### src/rtl/clk_div_monitor.sv
// rtl/clk_div_monitor.sv - divided-clock phase/period checker
// Measures high/low phase lengths of an asynchronous divided clock in clk cycles and tracks lock.
module clk_div_monitor #(
  parameter int CNT_W    = 8,
  parameter int EXP_HIGH = 3,
  parameter int EXP_LOW  = 3,
  parameter int LOCK_CNT = 4,
  parameter int TOL      = 0
) (
  input  logic             clk,
  input  logic             reset,
  input  logic             en,
  input  logic             div_in,
  output logic [CNT_W-1:0] period,
  output logic [CNT_W-1:0] high_len,
  output logic             meas_valid,
  output logic             locked,
  output logic             err,
  output logic             timeout
);
  typedef enum logic [1:0] {IDLE, SYNC, HIGH, LOW} state_t;

  localparam logic [CNT_W-1:0] CNT_ONE = CNT_W'(1);
  localparam logic [CNT_W-1:0] CNT_MAX = {CNT_W{1'b1}};
  localparam logic [CNT_W-1:0] CNT_TOP = CNT_MAX - CNT_ONE;
  localparam logic [3:0]       LOCK_N  = 4'(LOCK_CNT);

  state_t           state_q, state_d;
  logic             sync1_q, sync1_d, s_q, s_d, prev_q, prev_d;
  logic [CNT_W-1:0] cnt_q, cnt_d, hi_cur_q, hi_cur_d;
  logic [CNT_W-1:0] period_q, period_d, high_len_q, high_len_d;
  logic [3:0]       match_q, match_d, match_inc;
  logic             meas_valid_q, meas_valid_d, locked_q, locked_d;
  logic             err_q, err_d, timeout_q, timeout_d;
  logic             rise, fall, match_ok, phase_stuck;
  logic [CNT_W:0]   sum;

  function automatic logic in_tol(input logic [CNT_W-1:0] v, input int exp_v);
    int diff;
    diff = int'(v) - exp_v;
    return (diff <= TOL) && (diff >= -TOL);
  endfunction

  assign rise      = s_q & ~prev_q;
  assign fall      = ~s_q & prev_q;
  assign sum       = {1'b0, hi_cur_q} + {1'b0, cnt_q};
  assign match_ok  = in_tol(hi_cur_q, EXP_HIGH) && in_tol(cnt_q, EXP_LOW);
  assign match_inc = (match_q == LOCK_N) ? match_q : match_q + 4'd1;
  // A phase that would reach all-ones is treated as a stuck input.
  assign phase_stuck = (((state_q == HIGH) && !fall) || ((state_q == LOW) && !rise))
                       && (cnt_q == CNT_TOP);

  always_comb begin
    sync1_d      = div_in;
    s_d          = sync1_q;
    prev_d       = s_q;
    state_d      = state_q;
    cnt_d        = cnt_q;
    hi_cur_d     = hi_cur_q;
    period_d     = period_q;
    high_len_d   = high_len_q;
    match_d      = match_q;
    locked_d     = locked_q;
    meas_valid_d = 1'b0;
    err_d        = 1'b0;
    timeout_d    = 1'b0;
    if (!en) begin
      state_d  = IDLE;
      match_d  = 4'd0;
      locked_d = 1'b0;
    end else begin
      case (state_q)
        IDLE: state_d = SYNC;
        SYNC: begin
          if (rise) begin
            cnt_d   = CNT_ONE;
            state_d = HIGH;
          end
        end
        HIGH: begin
          if (fall) begin
            hi_cur_d = cnt_q;
            cnt_d    = CNT_ONE;
            state_d  = LOW;
          end else begin
            cnt_d = cnt_q + CNT_ONE;
          end
        end
        LOW: begin
          if (rise) begin
            period_d     = sum[CNT_W] ? CNT_MAX : sum[CNT_W-1:0];
            high_len_d   = hi_cur_q;
            meas_valid_d = 1'b1;
            cnt_d        = CNT_ONE;
            state_d      = HIGH;
            if (match_ok) begin
              match_d  = match_inc;
              locked_d = locked_q | (match_inc == LOCK_N);
            end else begin
              err_d    = 1'b1;
              match_d  = 4'd0;
              locked_d = 1'b0;
            end
          end else begin
            cnt_d = cnt_q + CNT_ONE;
          end
        end
        default: state_d = IDLE;
      endcase
      if (phase_stuck) begin
        timeout_d = 1'b1;
        locked_d  = 1'b0;
        match_d   = 4'd0;
        state_d   = SYNC;
      end
    end
  end

  always_ff @(posedge clk or negedge reset) begin
    if (!reset) begin
      state_q      <= IDLE;
      sync1_q      <= 1'b0;
      s_q          <= 1'b0;
      prev_q       <= 1'b0;
      cnt_q        <= '0;
      hi_cur_q     <= '0;
      period_q     <= '0;
      high_len_q   <= '0;
      match_q      <= 4'd0;
      meas_valid_q <= 1'b0;
      locked_q     <= 1'b0;
      err_q        <= 1'b0;
      timeout_q    <= 1'b0;
    end else begin
      state_q      <= state_d;
      sync1_q      <= sync1_d;
      s_q          <= s_d;
      prev_q       <= prev_d;
      cnt_q        <= cnt_d;
      hi_cur_q     <= hi_cur_d;
      period_q     <= period_d;
      high_len_q   <= high_len_d;
      match_q      <= match_d;
      meas_valid_q <= meas_valid_d;
      locked_q     <= locked_d;
      err_q        <= err_d;
      timeout_q    <= timeout_d;
    end
  end

  assign period     = period_q;
  assign high_len   = high_len_q;
  assign meas_valid = meas_valid_q;
  assign locked     = locked_q;
  assign err        = err_q;
  assign timeout    = timeout_q;
endmodule

### config.mk
export PLATFORM = sky130hd
export DESIGN_NAME = clk_div_monitor
export DESIGN_NICKNAME = d
export VERILOG_FILES = /design/src/rtl/clk_div_monitor.sv
export SDC_FILE = /design/constraint.sdc
export NUM_CORES = 1
export LEC_CHECK = 0
export ABC_AREA = 1
export BUFFER_PORTS_ARGS = -buffer_cell sky130_fd_sc_hd__buf_2
export CAP_MARGIN = 15
export CORE_ASPECT_RATIO = 1.5
export CORE_MARGIN = 1
export CORE_UTILIZATION = 30
export CTS_BUF_LIST = sky130_fd_sc_hd__clkbuf_8
export DETAILED_ROUTE_END_ITERATION = 10
export PLACE_DENSITY = 0.48
export SYNTH_ARGS = -nofsm -noshare
export SYNTH_HDL_FRONTEND = slang
export SYNTH_SLANG_ARGS = --single-unit
### constraint.sdc
create_clock -name clk -period 3.03 [get_ports clk]
set_clock_uncertainty 0.1 [all_clocks]
set_input_delay 0.606 -clock clk [delete_from_list [all_inputs] [get_ports clk]]
set_output_delay 0.606 -clock clk [all_outputs]
set_load 0.02 [all_outputs]
==> flow_summary.ini, run 1 <==
[outcome]
status = finished clean

[routing]
drtAntennaViolNets = 0
route.detailed.drc = 0
vias = 2058
routedWlPerCell_um = 12.8
routed_via_density = 4.40
drt-total-wl_mm = 5.97
first_pass_iters = 4
initialDrtViolationCount = 92

[power]
p_per_area_mw_per_mm2 = 465
leakage_uw = 0.00159
peakVddDrop_v = 0.000139
power_uw = 1340

[placement]
port_buffers = 23
hpwl_mm = 4.70
gp_congestion = 0.840
place_inst = 460

[final_layout]
syn_to_final_growth_pct = 13.1
seq_area_mm2 = 0.00113
antenna_cells = 0
drive_above_1_share = 0.140
fill_cells = 888
final_util = 0.356
multi_input_area_mm2 = 0.00118
nets = 380
layout.cells.non_filler = 468

[global_route]
grt_max_degree = 24
antenna_found_initial = 0
grtUsageTotal = 0.150
grt_pass1_wl_mm = 10.1
grt_pass1_vias = 2051
grt_overflow = 0

[synthesis]
syn_nets = 353
synth.distinct_cells = 31
syn_area_per_cell_um2 = 7.63
yosysWarnings = 0
synth_area_mm2 = 0.00255
ys_ff_latch = 45
syn_inst = 335
ys_seq_area_frac = 0.441

[setup_path]
reg2reg_to = period[5]
critPathSlowestCell = dfrtp_1
end_kind = flip-flop
reg2regPathDepth = 10
crit_buf_inv = 2
cp_data_arrival_time_ns = 2.03
cp_cell_sequence = ha_1 > inv_1 > fa_1 > inv_1 > nand3_1 > nand3_1 > nand2_1 > nand2_1 > nor2_1 > nor2_1
crit_fanout = 5
ff2ff_setup_slack_ns = 1.14
start_kind = flip-flop
required_ns = 3.17
critPathMaxStageDelay_ns = 0.42
reg2reg_from = cnt_q[0]
path_class = flip-flop to flip-flop
critPathTopFamily = adder cells

[run]
max-cap-violations = 0

[sta]
fmax_ghz = 0.529
report.final.hold_viol_count = 0
whs_ns = 0.167
finalCritPeriodShare = 0.624
finalSetupViolations = 0
slew_headroom = 0.637
rsz0062_at_grt = false
fin_crit_ns = 1.89
tns_ns = 0
tightest_slew_ns = 0.545
finalMaxSlewViolations = 0

[clocking]
cts_buffers = 5
clk_latency_ns = 0.31
ctsHoldBuffers = 0
htree_levels = 2
cts_num_sinks = 45
cts-resized-gates = 0
cts.clk_slew.worst_paths_ns = 0.09
post_cts_buffers = 0
clockBufferDepth = 2
clk_root_buffer_cell = clkbuf_8
cts_tree = built

[worst_hold_path]
hp-class = primary input to async pin

[floorplanning]
start_util = 0.315
io_pins = 24
fp.dieH_um = 115
die_w_um = 77.4
core_mm2 = 0.00811
rows = 40
dieArea_mm2 = 0.00890
-- worst reg2reg max path, cell delays in order, from the launching register on --
cell and delay, ns:
dfrtp_1 0.42, ha_1 0.21, inv_1 0.06, fa_1 0.39, inv_1 0.09, nand3_1 0.10
nand3_1 0.10, nand2_1 0.06, nand2_1 0.16, nor2_1 0.07, nor2_1 0.08
-- cell type report --
| cell class | instances | share of cell area |
|---|---|---|
| Multi-Input combinational cell | 231 | 0.410 |
| Timing Repair Buffer | 24 | 0.0424 |
| Tap cell | 105 | 0.0455 |
| Clock inverter | 2 | 0.0117 |
| Inverter | 55 | 0.0723 |
| Sequential cell | 45 | 0.390 |
| Clock buffer | 6 | 0.0286 |
-- layout by cell type (no fill, tap or decap), types with 6 or more instances in the layout --
cell type / netlist / routed
dfrtp_1: 45 / 45
a21oi_1: 8 / 8
ha_1: 13 / 13
buf_2: 1 / 23
nand2_1: 106 / 106
nor2_1: 31 / 31
nand3_1: 18 / 18
clkbuf_8: 0 / 6
o21ai_0: 18 / 18
nand4_1: 6 / 6
inv_1: 51 / 52
-- worst max path at each step --
stage | startpoint | depth (start not counted) | end | slack (ns)
floorplan | cnt_q[0] | 10 | period[5] | 1.34
global placement | cnt_q[0] | 10 | period[5] | 1.20
detailed placement | cnt_q[0] | 10 | period[5] | 1.14
CTS | cnt_q[0] | 10 | period[5] | 1.12
global route | cnt_q[0] | 10 | period[5] | 0.91
finish | cnt_q[0] | 10 | period[5] | 1.14
-- Yosys cell counts, drive strengths merged --
master | number | area share
a21oi | 9 | 0.019
a31oi | 1 | 0.0025
and3 | 1 | 0.0029
buf | 3 | 0.012
clkbuf | 1 | 0.0015
dfrtp | 45 | 0.44
fa | 1 | 0.0078
ha | 13 | 0.064
inv | 55 | 0.082
nand2 | 110 | 0.17
nand3 | 18 | 0.035
nand4 | 7 | 0.020
nor2 | 38 | 0.070
nor3 | 5 | 0.0098
o21ai | 21 | 0.044
o21ba | 1 | 0.0039
o21bai | 2 | 0.0059
xnor2 | 2 | 0.0069
xor2 | 2 | 0.0069
-- per-layer routing --
| metal | vias to the layer above | global-route usage | part of all wire |
|---|---|---|---|
| met2 | 33 | 0.277 | 0.53 |
| met4 | 0 | 0.0679 | 0.018 |
| met5 | - | 0 | 0 |
| li1 | 1093 | - | - |
| met3 | 7 | 0.0262 | 0.027 |
| met1 | 925 | 0.167 | 0.42 |
-- report_power, final --
part / internal [uW] / switching (uW) / total [uW]
clock network: 266 / 215 / 481
registers: 642 / 34.5 / 677
logic: 65.6 / 121 / 187
total: 973 / 371 / 1340
-- sequential cells by signal, indices dropped and copies added (netlist names) --
signal,cells
cnt_q,8
s_d,1
err,1
timeout,1
meas_valid,1
state_q,2
locked,1
prev_d,1
period,8
high_len,8
hi_cur_q,8
prev_q,1
match_q,4
-- cell families after synthesis --
family                     count (synthesis)  synth area share
AOI/OAI and AO/OA                         34            0.0754
DFF                                       45             0.441
adders and majority gates                 14            0.0715
xor gates and xnor gates                   4            0.0137
and+or+nand+nor                          179             0.303
buffers and inverters                     59            0.0955
-- through the flow --
step | area (um^2) | worst slack [ns]
final | 2890 | 1.14
after global routing | 2890 | 0.912
after CTS | 2890 | 1.12
after detailed placement | 2770 | 1.14
after global placement | 2770 | 1.20
after floorplan | 2550 | 1.34
No activity file was read; power rests on OpenSTA's default activity.
==> inputs of run 2 (changes only) <==
- PLACE_DENSITY: 0.48 -> 0.5
- clock period: 3.03 -> 1.53 ns (I/O delays scaled with it)
==> run 2 against run 1 <==
Against the previous run:
- the flow now finishes with violations (setup timing)
- sequential share of layout area is 7.7 points lower
- wire length rose by 9.9%
- power is 89% higher
- first-iteration DRC count down 36%
- via count is 13% higher
- worst hold slack better by 0.052 ns
- sequential power rose by 96%
- critical path depth down 2
- combinational power grew to 2.7 times the previous value
==> flow_summary.ini, run 2 (same netlist as run 1, synthesis figures left out) <==
[outcome]
status = finished, violations left
violations = setup timing

[floorplanning]
core_mm2 = 0.00811
die_w_um = 77.4
dieArea_mm2 = 0.00890
start_util = 0.315
rows = 40
fp.dieH_um = 115
io_pins = 24

[power]
leakage_uw = 0.00186
switchingPower_uw = 757
p_per_area_mw_per_mm2 = 707
p_seq_frac = 0.521
switching_share = 0.297
p_int_uw = 1790
pwr-share-clk = 0.281
combPwrFrac = 0.198
power_uw = 2550
peakVddDrop_v = 0.000377

[setup_path]
path_common_cell = inv_2
cp_cell_sequence = inv_2 > fa_2 > inv_2 > nand3_2 > nand4_1 > nand2_1 > nor2_2 > nor2_1
path_class = flip-flop to flip-flop
crit_fanout = 5
critPathMaxStageDelay_ns = 0.47
required_ns = 1.63
ff2ff_setup_slack_ns = -0.10
start_kind = flip-flop
critPathSlowestCell = dfrtp_2
end_kind = flip-flop
cp_data_arrival_time_ns = 1.73

[sta]
finalSetupViolations = 15
finalCritPeriodShare = 1.07
tightest_slew_ns = 0.256
setup_ws_ns = -0.103
fmax_ghz = 0.612
report.final.hold_viol_count = 0
finalMaxSlewViolations = 0
whs_ns = 0.219
tns_ns = -0.868
rsz0062_at_grt = true
fin_crit_ns = 1.63
slew_headroom = 0.829

[routing]
first_pass_iters = 4
initialDrtViolationCount = 59
route.detailed.drc = 0
vias = 2320
routed_via_density = 4.50
drtAntennaViolNets = 0
routedWlPerCell_um = 12.7
drt-total-wl_mm = 6.56

[final_layout]
layout.cells.most_common_list = nand2_1, inv_1, dfrtp_1, buf_4, buf_2
postLayoutCellArea_mm2 = 0.00360
fill_cells = 837
layout_commonest_cell = nand2_1
antenna_cells = 0
drive_above_1_share = 0.380
syn_to_final_growth_pct = 41.1
nets = 430

[global_route]
grt_max_degree = 46
antenna_found_initial = 0
grtUsageTotal = 0.159
grt_overflow = 0
grt_pass1_vias = 2302
grt_pass1_wl_mm = 10.8

[placement]
hpwl_mm = 4.84
port_buffers = 23
post-place-ws_ns = -0.211
dpl_cell_area_mm2 = 0.00312
gp_congestion = 0.876

[clocking]
cts_num_sinks = 45
cts_buffers = 5
clk_root_buffer_cell = clkbuf_8
cts.clk_slew.worst_paths_ns = 0.09
clk_latency_ns = 0.30
clockBufferDepth = 2
cts_tree = built
htree_levels = 2

[worst_hold_path]
hp-class = primary input to flip-flop

[run]
max-cap-violations = 0
==> run 2: cell types whose count changed in the layout (fill, tap and decap cells not counted), moves of 7 or more <==
| cell | previous run | this run |
|---|---|---|
| ha_1 | 13 | 5 |
| nand3_2 | 0 | 8 |
| nand3_1 | 18 | 10 |
| nor2_1 | 31 | 20 |
| buf_4 | 1 | 40 |
| ha_4 | 0 | 7 |
| inv_1 | 52 | 44 |
| nand2_1 | 106 | 92 |
| nand2_2 | 4 | 14 |
==> run 2: cell type report <==
| class | instances | area [um^2] | area share |
|---|---|---|---|
| Inverter | 55 | 214 | 0.0594 |
| Tap cell | 105 | 131 | 0.0364 |
| Clock inverter | 1 | 5.00 | 0.00139 |
| Sequential cell | 45 | 1130 | 0.313 |
| Multi-Input combinational cell | 231 | 1480 | 0.411 |
| Timing Repair Buffer | 74 | 577 | 0.160 |
| Clock buffer | 5 | 68.8 | 0.0191 |
==> run 2: metrics by stage <==
| stage | util | instances |
|---|---|---|
| finish | 0.445 | 516 |
| global route | 0.445 | 516 |
| CTS | 0.423 | 513 |
| detailed placement | 0.385 | 502 |
| global placement | 0.385 | 502 |
| floorplan | - | 335 |
==> run 2: timing repair <==
item                                   4_1_cts  5_1_grt
setup buffers                                3        2
endpoints found under the hold margin       46        0
pin swaps                                   15       21
setup endpoints to repair                   21       22
gates cloned                                 0        1
hold buffers                                 2        0
resized for setup                           41       36
==> run 2: critical path: cells and delay by family (launching register included) <==
family | cells | cell delay (ns)
simple gates | 5 | 0.41
flops | 1 | 0.47
fa+ha+maj | 1 | 0.40
buf+inv | 2 | 0.15
==> run 2: power by group through the flow <==
stage	registers, uW	clock network (uW)	logic (uW)
floorplan	1420	0	174
global placement	1340	0	463
detailed placement	1350	0	465
CTS	1330	761	494
global route	1340	786	559
finish	1330	715	504
==> run 2: path summary, 6_finish.rpt <==
check | startpoint | end | depth (start not counted)
setup / recovery | cnt_q[1] | period[6] | 8
hold / removal | en | state_q[1] | 3
setup reg to reg | cnt_q[1] | period[6] | 8
hold reg to reg | s_d | prev_d | 0
max in group asynchronous | reset | cnt_q[1] | 3
min in group asynchronous | reset | match_q[0] | 3
==> run 2: per-layer routing <==
metal | track usage | part of all wire | vias up
met5 | 0 | 0 | -
met1 | 0.159 | 0.38 | 1081
met3 | 0.0230 | 0.017 | 12
met2 | 0.315 | 0.57 | 28
met4 | 0.0767 | 0.029 | 0
li1 | - | - | 1199
